### config.mk
export PLATFORM = sky130hd
export DESIGN_NAME = int_log_unit
export DESIGN_NICKNAME = d
export VERILOG_FILES = /design/src/rtl/int_log_unit.sv
export SDC_FILE = /design/constraint.sdc
export NUM_CORES = 1
export LEC_CHECK = 0
export CORE_ASPECT_RATIO = 1.25
export CORE_MARGIN = 2
export CORE_UTILIZATION = 55
export CTS_CLUSTER_SIZE = 24
export DETAILED_ROUTE_END_ITERATION = 12
export PLACE_DENSITY = 0.73
export SETUP_SLACK_MARGIN = 0.3
export SYNTH_ARGS = -nofsm -noshare
export SYNTH_HDL_FRONTEND = slang
export SYNTH_SLANG_ARGS = --single-unit
### constraint.sdc
create_clock -name clk -period 21.9 [get_ports clk]
set_clock_uncertainty 0.1 [all_clocks]
set_input_delay 3.285 -clock clk [delete_from_list [all_inputs] [get_ports clk]]
set_output_delay 3.285 -clock clk [all_outputs]
set_load 0.02 [all_outputs]
### src/rtl/int_log_unit.sv
// ---------------------------------------------------------------------------
// int_log_unit
//   Integer logarithm engine. For a base and a value it computes
//   expo = floor(log_base(value)), and flags whether base**expo == value.
//   An accumulator starting at 1 is multiplied by the base once per cycle
//   until the next product would exceed the value.
//
// Ports
//   clk    in   1       clock, all logic on posedge
//   reset  in   1       synchronous, active-high reset
//   start  in   1       request, sampled only while ready==1
//   base   in   BASE_W  base operand, latched on accept
//   value  in   VAL_W   value operand, latched on accept
//   expo   out  EXP_W   floor(log_base(value)), valid while ready==1
//   exact  out  1       1 when base**expo == value
//   err    out  1       1 when operands are illegal (base<2 or value==0)
//   ready  out  1       1 = idle / result valid, 0 = busy
// ---------------------------------------------------------------------------
module int_log_unit #(
    parameter int BASE_W = 8,
    parameter int VAL_W  = 32,
    parameter int EXP_W  = 6      // must be able to hold VAL_W-1
) (
    input  logic              clk,
    input  logic              reset,
    input  logic              start,
    input  logic [BASE_W-1:0] base,
    input  logic [VAL_W-1:0]  value,
    output logic [EXP_W-1:0]  expo,
    output logic              exact,
    output logic              err,
    output logic              ready
);

    localparam logic [0:0] ST_IDLE = 1'b0;
    localparam logic [0:0] ST_RUN  = 1'b1;

    localparam int PROD_W = VAL_W + BASE_W;

    logic [0:0]        r_state;
    logic              r_first;     // first RUN cycle: operand legality check
    logic [BASE_W-1:0] r_base;
    logic [VAL_W-1:0]  r_value;
    logic [VAL_W-1:0]  r_acc;
    logic [EXP_W-1:0]  r_cnt;
    logic [EXP_W-1:0]  r_expo;
    logic              r_exact;
    logic              r_err;
    logic              r_ready;

    logic [PROD_W-1:0] w_prod;
    logic              w_over;
    logic              w_illegal;

    // Both operands zero-extended to the full product width so the
    // comparison against value can never wrap (e.g. 255^5 vs 0xFFFFFFFF).
    assign w_prod    = {{BASE_W{1'b0}}, r_acc} * {{VAL_W{1'b0}}, r_base};
    assign w_over    = w_prod > {{BASE_W{1'b0}}, r_value};
    assign w_illegal = (r_base < BASE_W'(2)) || (r_value == '0);

    always_ff @(posedge clk) begin
        if (reset) begin
            r_state <= ST_IDLE;
            r_first <= 1'b0;
            r_base  <= '0;
            r_value <= '0;
            r_acc   <= '0;
            r_cnt   <= '0;
            r_expo  <= '0;
            r_exact <= 1'b0;
            r_err   <= 1'b0;
            r_ready <= 1'b1;
        end else begin
            case (r_state)
                ST_IDLE: begin
                    if (start) begin
                        r_base  <= base;
                        r_value <= value;
                        r_acc   <= VAL_W'(1);
                        r_cnt   <= '0;
                        r_expo  <= '0;
                        r_exact <= 1'b0;
                        r_err   <= 1'b0;
                        r_ready <= 1'b0;
                        r_first <= 1'b1;
                        r_state <= ST_RUN;
                    end
                end
                ST_RUN: begin
                    r_first <= 1'b0;
                    // base 0/1 never overflows, so the legality check on the
                    // first cycle is the only exit for those operands.
                    if (r_first && w_illegal) begin
                        r_err   <= 1'b1;
                        r_expo  <= '0;
                        r_exact <= 1'b0;
                        r_ready <= 1'b1;
                        r_state <= ST_IDLE;
                    end else if (w_over) begin
                        r_expo  <= r_cnt;
                        r_exact <= (r_acc == r_value);
                        r_ready <= 1'b1;
                        r_state <= ST_IDLE;
                    end else begin
                        // prod <= value here, so the low VAL_W bits hold it all
                        r_acc <= w_prod[VAL_W-1:0];
                        r_cnt <= r_cnt + EXP_W'(1);
                    end
                end
                default: begin
                    r_state <= ST_IDLE;
                    r_ready <= 1'b1;
                end
            endcase
        end
    end

    assign expo  = r_expo;
    assign exact = r_exact;
    assign err   = r_err;
    assign ready = r_ready;

endmodule
* Word-level counts from Yosys, hierarchy flattened *
Index checks and enable logic that the tools add are counted.

word-level totals
  output and inout bits = 9
  memories kept = 0
  bits in writable memories = 0
  latch bits = 0
  register bits after elaboration = 89
  input bits = 43
  memory bits (read-only) = 0
  logic and storage cells = 54

cells by class
  multipliers = 1
  shift operators = 0
  reductions and logical operators = 7
  $lt $le $gt $ge = 2
  divide/modulo/power cells = 0
  add/subtract/negate cells = 1
  bitwise gates (word level) = 1
  equality and inequality tests = 6
  multiplexer cells = 26

operators by type and width
  operator                                                                       count
  32-bit two-way mux                                                             3
  32-bit case mux with 2 select lines                                            1
  40-bit by 32-bit > comparator with 1-bit output                                1
  32-bit by 8-bit multiplier with 40-bit output                                  1
  32-bit equality test                                                           1
  32-bit logical NOT                                                             1
  6-bit two-way mux                                                              5
  6-bit case mux with 2 select lines                                             2
  1-bit two-way mux                                                              10
  1-bit case mux with 2 select lines                                             5
  8-bit by 2-bit less-than comparator with 1-bit output (second input constant)  1
  6-bit by 1-bit adder with 6-bit output (second input constant)                 1
  2-bit != test (second input constant)                                          3
  2-bit AND reduction                                                            3
  3-bit by 1-bit != test with 1-bit output (second input constant)               1
  3-bit AND reduction                                                            1
  2-bit by 1-bit != test with 1-bit output (second input constant)               1
  1-bit logical AND                                                              1
  1-bit logical OR                                                               1
  1-bit inverter                                                                 1

* Longest topological paths before layout *
Gate-level depths: netlist of run 1.

  depth in word-level cells = 5
  mapped depth = 31
  depth with buffers taken out = 29

* Worst setup path before layout of run 1 *
OpenSTA, ideal clock, no wires.

  kind = flip-flop to flip-flop
  start point = register r_base[2]
  end point = register r_cnt[4]
  stages on the path, launching flop included = 29
  setup time = 0.095 ns
  period minus slack after synthesis = 7.243 ns
  data arrival time = 7.047 ns
  setup slack = 14.657 ns
  buffers on the path = 1
  data required time = 21.705 ns
  path through = dfxtp_1 clkbuf_1 nand2_1 fa_1 fa_1 inv_1 fa_1 inv_1 fa_1 inv_1 ha_1 a21oi_1 o21ai_0 nor3b_1 o21ai_0 a31o_2 a21boi_0 xnor2_1 ha_1 a21o_1 a21o_1 a211oi_1 o21ai_0 o21ai_0 a21oi_1 a2111o_1 or3_4 or4_1 o311ai_1

between the ends
  cells in the longest elaborated chain, start to end = 5
  elaborated cells between the ends (all ways) = 8
  those cells by class = mul: 1; order compare: 2; eq/ne: 2; reduce/logical: 3

RTL lines
  element                                                                                RTL line  text
  from (decl)                                                                            42        logic [BASE_W-1:0] r_base;
  from (signal assigned)                                                                 77        r_base <= base;
  branches (longest 4 deep; another with 32-bit by 8-bit multiplier with 40-bit output)  n/a
  3-bit AND reduction (no source line) *                                                 n/a
  to (signal assigned)                                                                   107       r_cnt <= r_cnt + EXP_W'(1);
  to (decl)                                                                              45        logic [EXP_W-1:0] r_cnt;

Every way passes the cells marked *.
A chain may end at the register's enable or synchronous reset.

* Final worst setup path of run 1 *
  start point = register r_base[6]
  end point = register r_cnt[4]

Same word-level chain as after synthesis.

==> results of run 1 <==
==> worst paths after layout <==
check | to | depth (start not counted)
max | r_cnt[4] | 28
min | err | 2
max reg2reg | r_cnt[4] | 28
min reg2reg | err | 2
==> Yosys cell counts, types with 10 or more instances <==
| cell type | instances | area share |
|---|---|---|
| clkbuf_1 | 99 | 0.028 |
| o21ai_0 | 64 | 0.024 |
| dfxtp_1 | 89 | 0.13 |
| nor4_1 | 19 | 0.0090 |
| a21o_1 | 17 | 0.0097 |
| nor2_1 | 34 | 0.0097 |
| nor2b_1 | 10 | 0.0047 |
| inv_1 | 213 | 0.061 |
| and2_1 | 221 | 0.10 |
| xor2_1 | 50 | 0.033 |
| fa_1 | 180 | 0.27 |
| ha_1 | 93 | 0.088 |
| nand2_1 | 202 | 0.057 |
| nand4_1 | 57 | 0.027 |
| a21oi_1 | 116 | 0.044 |
| nand3_1 | 12 | 0.0045 |
| buf_2 | 11 | 0.0042 |
| xnor2_1 | 14 | 0.0093 |
==> where the power goes <==
part           internal, mW  switching, mW
Combinational        0.0262         0.0454
Clock                0.0810         0.0708
Sequential            0.168         0.0106
==> layer usage <==
metal	global-route usage	wire length, um
met3	0.0353	1920
met4	0.146	1750
met2	0.541	18700
met1	0.336	13300
met5	0	0
==> cell families (layout without fill, tap and decap cells) <==
family                   Yosys count  after routing  share of synthesized area
adder cells (fa/ha/maj)          273            273                      0.361
multiplexers                       4              4                    0.00322
AO/OA/AOI/OAI                    275            275                      0.126
AND/OR/NAND/NOR                  594            594                      0.238
flip-flops                        89             89                      0.135
buffers and inverters            330            294                     0.0948
XOR/XNOR                          64             64                     0.0424
==> worst max-delay path, delay by kind of cell (launching register included) <==
| kind | cells | cell delay, ps |
|---|---|---|
| AO/OA/AOI/OAI | 10 | 2320 |
| XOR/XNOR | 1 | 240 |
| flip-flops | 1 | 750 |
| AND/OR/NAND/NOR | 7 | 1810 |
| buffers and inverters | 4 | 490 |
| adder cells (fa/ha/maj) | 6 | 2690 |
==> state kept, by name, summed over array words and instances, names as in the netlist <==
register / cells
r_acc: 32
r_value: 32
r_base: 8
expo: 6
r_cnt: 6
err: 1
exact: 1
r_first: 1
r_state: 1
ready: 1
==> area by class of cell <==
type                    count  area share
multi-input cells        1210       0.726
flip-flops and latches     89       0.127
inverters                 213      0.0570
repair buffers             65      0.0435
well taps                 292      0.0260
clock buffers              11      0.0173
clock inverters             5     0.00276
==> results.toml, run 1 <==
[run_status]
outcome = "complete, no violations"

[clock_tree]
cts_resized = 0
clkTransAtPathRegs_ps = 70
max-clock-path-buffers = 2
tritoncts = "done"
cts-root-buf = "clkbuf_16"
cts_buffers = 9
clock_latency_ps = 360
clock-sinks = 89
cts_hold_buf = 0
cts_setup_buffers = 0
h-tree-depth = 3

[global_routing]
antenna_found_initial = 0
grt_pass1_vias = 11631
grt_max_degree = 92
overflow = 0
grt.total_usage = 0.295
grt_pass1_wl_um = 58500

[placement]
port_buffers = 51
hpwlAfterDp_um = 27000
placed_cells = 1869
preCtsSetupSlack_ps = 13520
gp_congestion = 0.969
placed_cell_area_um2 = 13800

[layout]
final_area_um2 = 14000
diodes = 0
final_common_cell = "and2_1"
finish.utilization = 0.593
drive_gt1_frac = 0.0289
area_growth_pct = 6.19
fin_cells = 1885
seq_area_um2 = 1780
multi_input_area_um2 = 10200
n_fill_cell = 2202
final_cell_mix = "and2_1 (221), inv_1 (213), nand2_1 (202)"
nNetsFinal = 1904

[timing]
period_minus_slack_ps = 8510
rsz0062_at_grt = "false"
min_period_over_period = 0.389
setup_viol = 0
fmax_mhz = 117
tightest_slew_ps = 1230
setup_tns_ps = 0
setup_ws_ps = 13390
hold_viol = 0
slew_violations = 0
hold_ws_ps = 380
slew_headroom = 0.178

[floorplan]
core-area_um2 = 23600
die_h_um = 177
fp-row-count = 63
die_w_um = 143
initial_core_util = 0.559
io_pins = 52
dieArea_um2 = 25300

[worst_setup_path]
max_stage_delay_ps = 750
crit_path_start_kind = "flop"
critPathLaunch = "r_base[6]"
worstPathRequired_ps = 22070
rrSetupSlack_ps = 13390
cp_slowest_cell = "dfxtp_1"
r2r_start = "r_base[6]"
criticalPathCategory = "reg2reg"
path_max_fanout = 41
end_kind = "flop"
arrival_ps = 8680

[run]
cap_viol_max_count = 0

[detailed_routing]
wl_per_cell_um = 18.9
drtPass1Iterations = 5
drc = 0
vias = 11216
viasPerCell = 5.95
antenna_left = 0
initialDrtViolationCount = 755
wl_um = 35700

[synthesis]
yosysSeqAreaShare = 0.135
yosys_warnings = 0
async_flop_share = 0
syn_nets = 1945
synthesis.area_um2 = 13200
ys_ff_latch = 89
syn_inst = 1629
avgSynthCellArea_um2 = 8.11
dominantRegCellSynth = "dfxtp_1"
synth_edf_count = 0
synth.distinct_cells = 64

[power]
power.total_uw = 402
cellPowerDensity_nw_per_um2 = 28.6
leakage_nw = 6.77
ir_worst_vdd_mv = 0.0438

[worst_hold_path]
hp-class = "reg2reg"
hp-start = "err"
(Power assumes the default switching activity.)
==> run 2: changes to the inputs <==
==> constraint.sdc (replaced) <==
create_clock -name clk -period 8.5 [get_ports clk]
set_clock_uncertainty 0.1 [all_clocks]
set_input_delay 1.275 -clock clk [delete_from_list [all_inputs] [get_ports clk]]
set_output_delay 1.275 -clock clk [all_outputs]
set_load 0.02 [all_outputs]
==> results.toml, run 2 (synthesis gave the netlist of run 1 again) <==
[placement]
port_buffers = 51
hpwlAfterDp_um = 27100
placed_cell_area_um2 = 13800
gp_congestion = 0.980
preCtsSetupSlack_ps = 265

[worst_setup_path]
criticalPathCategory = "reg2reg"
path_buf_inv = 4
max_stage_delay_ps = 570
arrival_ps = 7870
path_max_fanout = 33
cp_slowest_cell = "fa_1"
crit_path_start_kind = "flop"
cp_common_cell = "fa_1"
worstPathRequired_ps = 8580
end_kind = "flop"
cp_top_family = "compound AO/OA/AOI/OAI gates"

[detailed_routing]
wl_per_cell_um = 18.5
drtPass1Iterations = 5
initialDrtViolationCount = 763
drc = 0
antenna_left = 0
viasPerCell = 5.93
wl_um = 34900
vias = 11217

[run_status]
outcome = "complete, no violations"

[global_routing]
grt_pass1_vias = 11513
grt_pass1_wl_um = 57400
grt.total_usage = 0.287
antenna_found_initial = 0
grt_max_degree = 92
overflow = 0

[clock_tree]
clock_latency_ps = 350
cts_hold_buf = 0
cts_setup_buffers = 0
clock-sinks = 89
cts-root-buf = "clkbuf_16"
max-clock-path-buffers = 2
h-tree-depth = 3
tritoncts = "done"
clkTransAtPathRegs_ps = 70
cts_buffers = 9

[timing]
rsz0062_at_grt = "false"
tightest_slew_ps = 1230
slew_violations = 0
fmax_mhz = 128
period_minus_slack_ps = 7790
setup_ws_ps = 705
slew_headroom = 0.178
min_period_over_period = 0.917
setup_tns_ps = 0
setup_viol = 0
hold_viol = 0

[layout]
final_common_cell = "and2_1"
diodes = 0
drive_gt1_frac = 0.0426
finish.utilization = 0.599
area_growth_pct = 7.18
n_fill_cell = 2130
largest_registers = "r_acc: 32 flops, r_value: 32 flops, r_base: 8 flops"
final_area_um2 = 14200
nNetsFinal = 1911
final_cell_mix = "and2_1 (221), inv_1 (213), nand2_1 (202)"

[floorplan]
fp-row-count = 63
die_w_um = 143
die_h_um = 177
core-area_um2 = 23600
dieArea_um2 = 25300
io_pins = 52
initial_core_util = 0.559

[power]
ir_worst_vdd_mv = 0.0945
cellPowerDensity_nw_per_um2 = 74.6
leakage_nw = 6.82
power.total_mw = 1.06

[worst_hold_path]
hp-class = "reg2reg"

[run]
cap_viol_max_count = 0
## run 2: changes by cell type in the layout (fill, tap and decap cells not counted), moves of 2 or more
cell and delta:
a21oi_1 -2, dfxtp_2 +9, dfxtp_4 +2, o21ai_0 -2, inv_6 -2, buf_4 +4, dfxtp_1 -11, a21oi_2 +2
## run 2: path summary, 6_finish.rpt
path | startpoint | end | slack, ps | cells past startpoint
min | err | err | 380 | 2
min reg2reg | err | err | 380 | 2
max reg2reg | r_base[5] | r_acc[16] | 710 | 28
max | r_base[5] | r_acc[16] | 710 | 28
## run 2: worst min-delay path: cells and delay by family, from the launching register on
kind / cells / cell delay (ps)
flops: 1 / 320
compound gates: 1 / 50
simple gates: 1 / 60
## run 2: layout make-up
class | count | area, um2 | share of cell area
flip-flops and latches | 89 | 1800 | 0.127
clock buffers | 10 | 239 | 0.0169
well taps | 292 | 365 | 0.0258
clock inverters | 4 | 55.1 | 0.00389
inverters | 213 | 800 | 0.0564
multi-input cells | 1210 | 10200 | 0.721
repair buffers | 72 | 687 | 0.0485
## run 2: timing repair
item / 4_1_cts / 5_1_grt
setup endpoints to repair: 19 / 47
gates resized for setup: 1 / 22
pin swaps: 0 / 0
## run 2: layer usage
layer,GRT usage,wire length [um],share of wire,vias to the layer above
met4,0.132,1660,0.048,0
li1,-,-,-,5192
met2,0.528,18400,0.53,324
met5,0,0,0,-
met3,0.0405,1650,0.047,87
met1,0.328,13200,0.38,5614
## run 2: stage by stage
stage          hold slack [ps]  cells
2_1_floorplan              365   1629
3_3_place_gp               357   1876
3_5_place_dp               371   1876
4_1_cts                    381   1890
5_1_grt                    399   1890
6_report                   377   1890
## run 2: where the power goes
group / internal (mW) / switching, mW
clock: 0.234 / 0.171
combinational: 0.0714 / 0.115
sequential: 0.433 / 0.0331
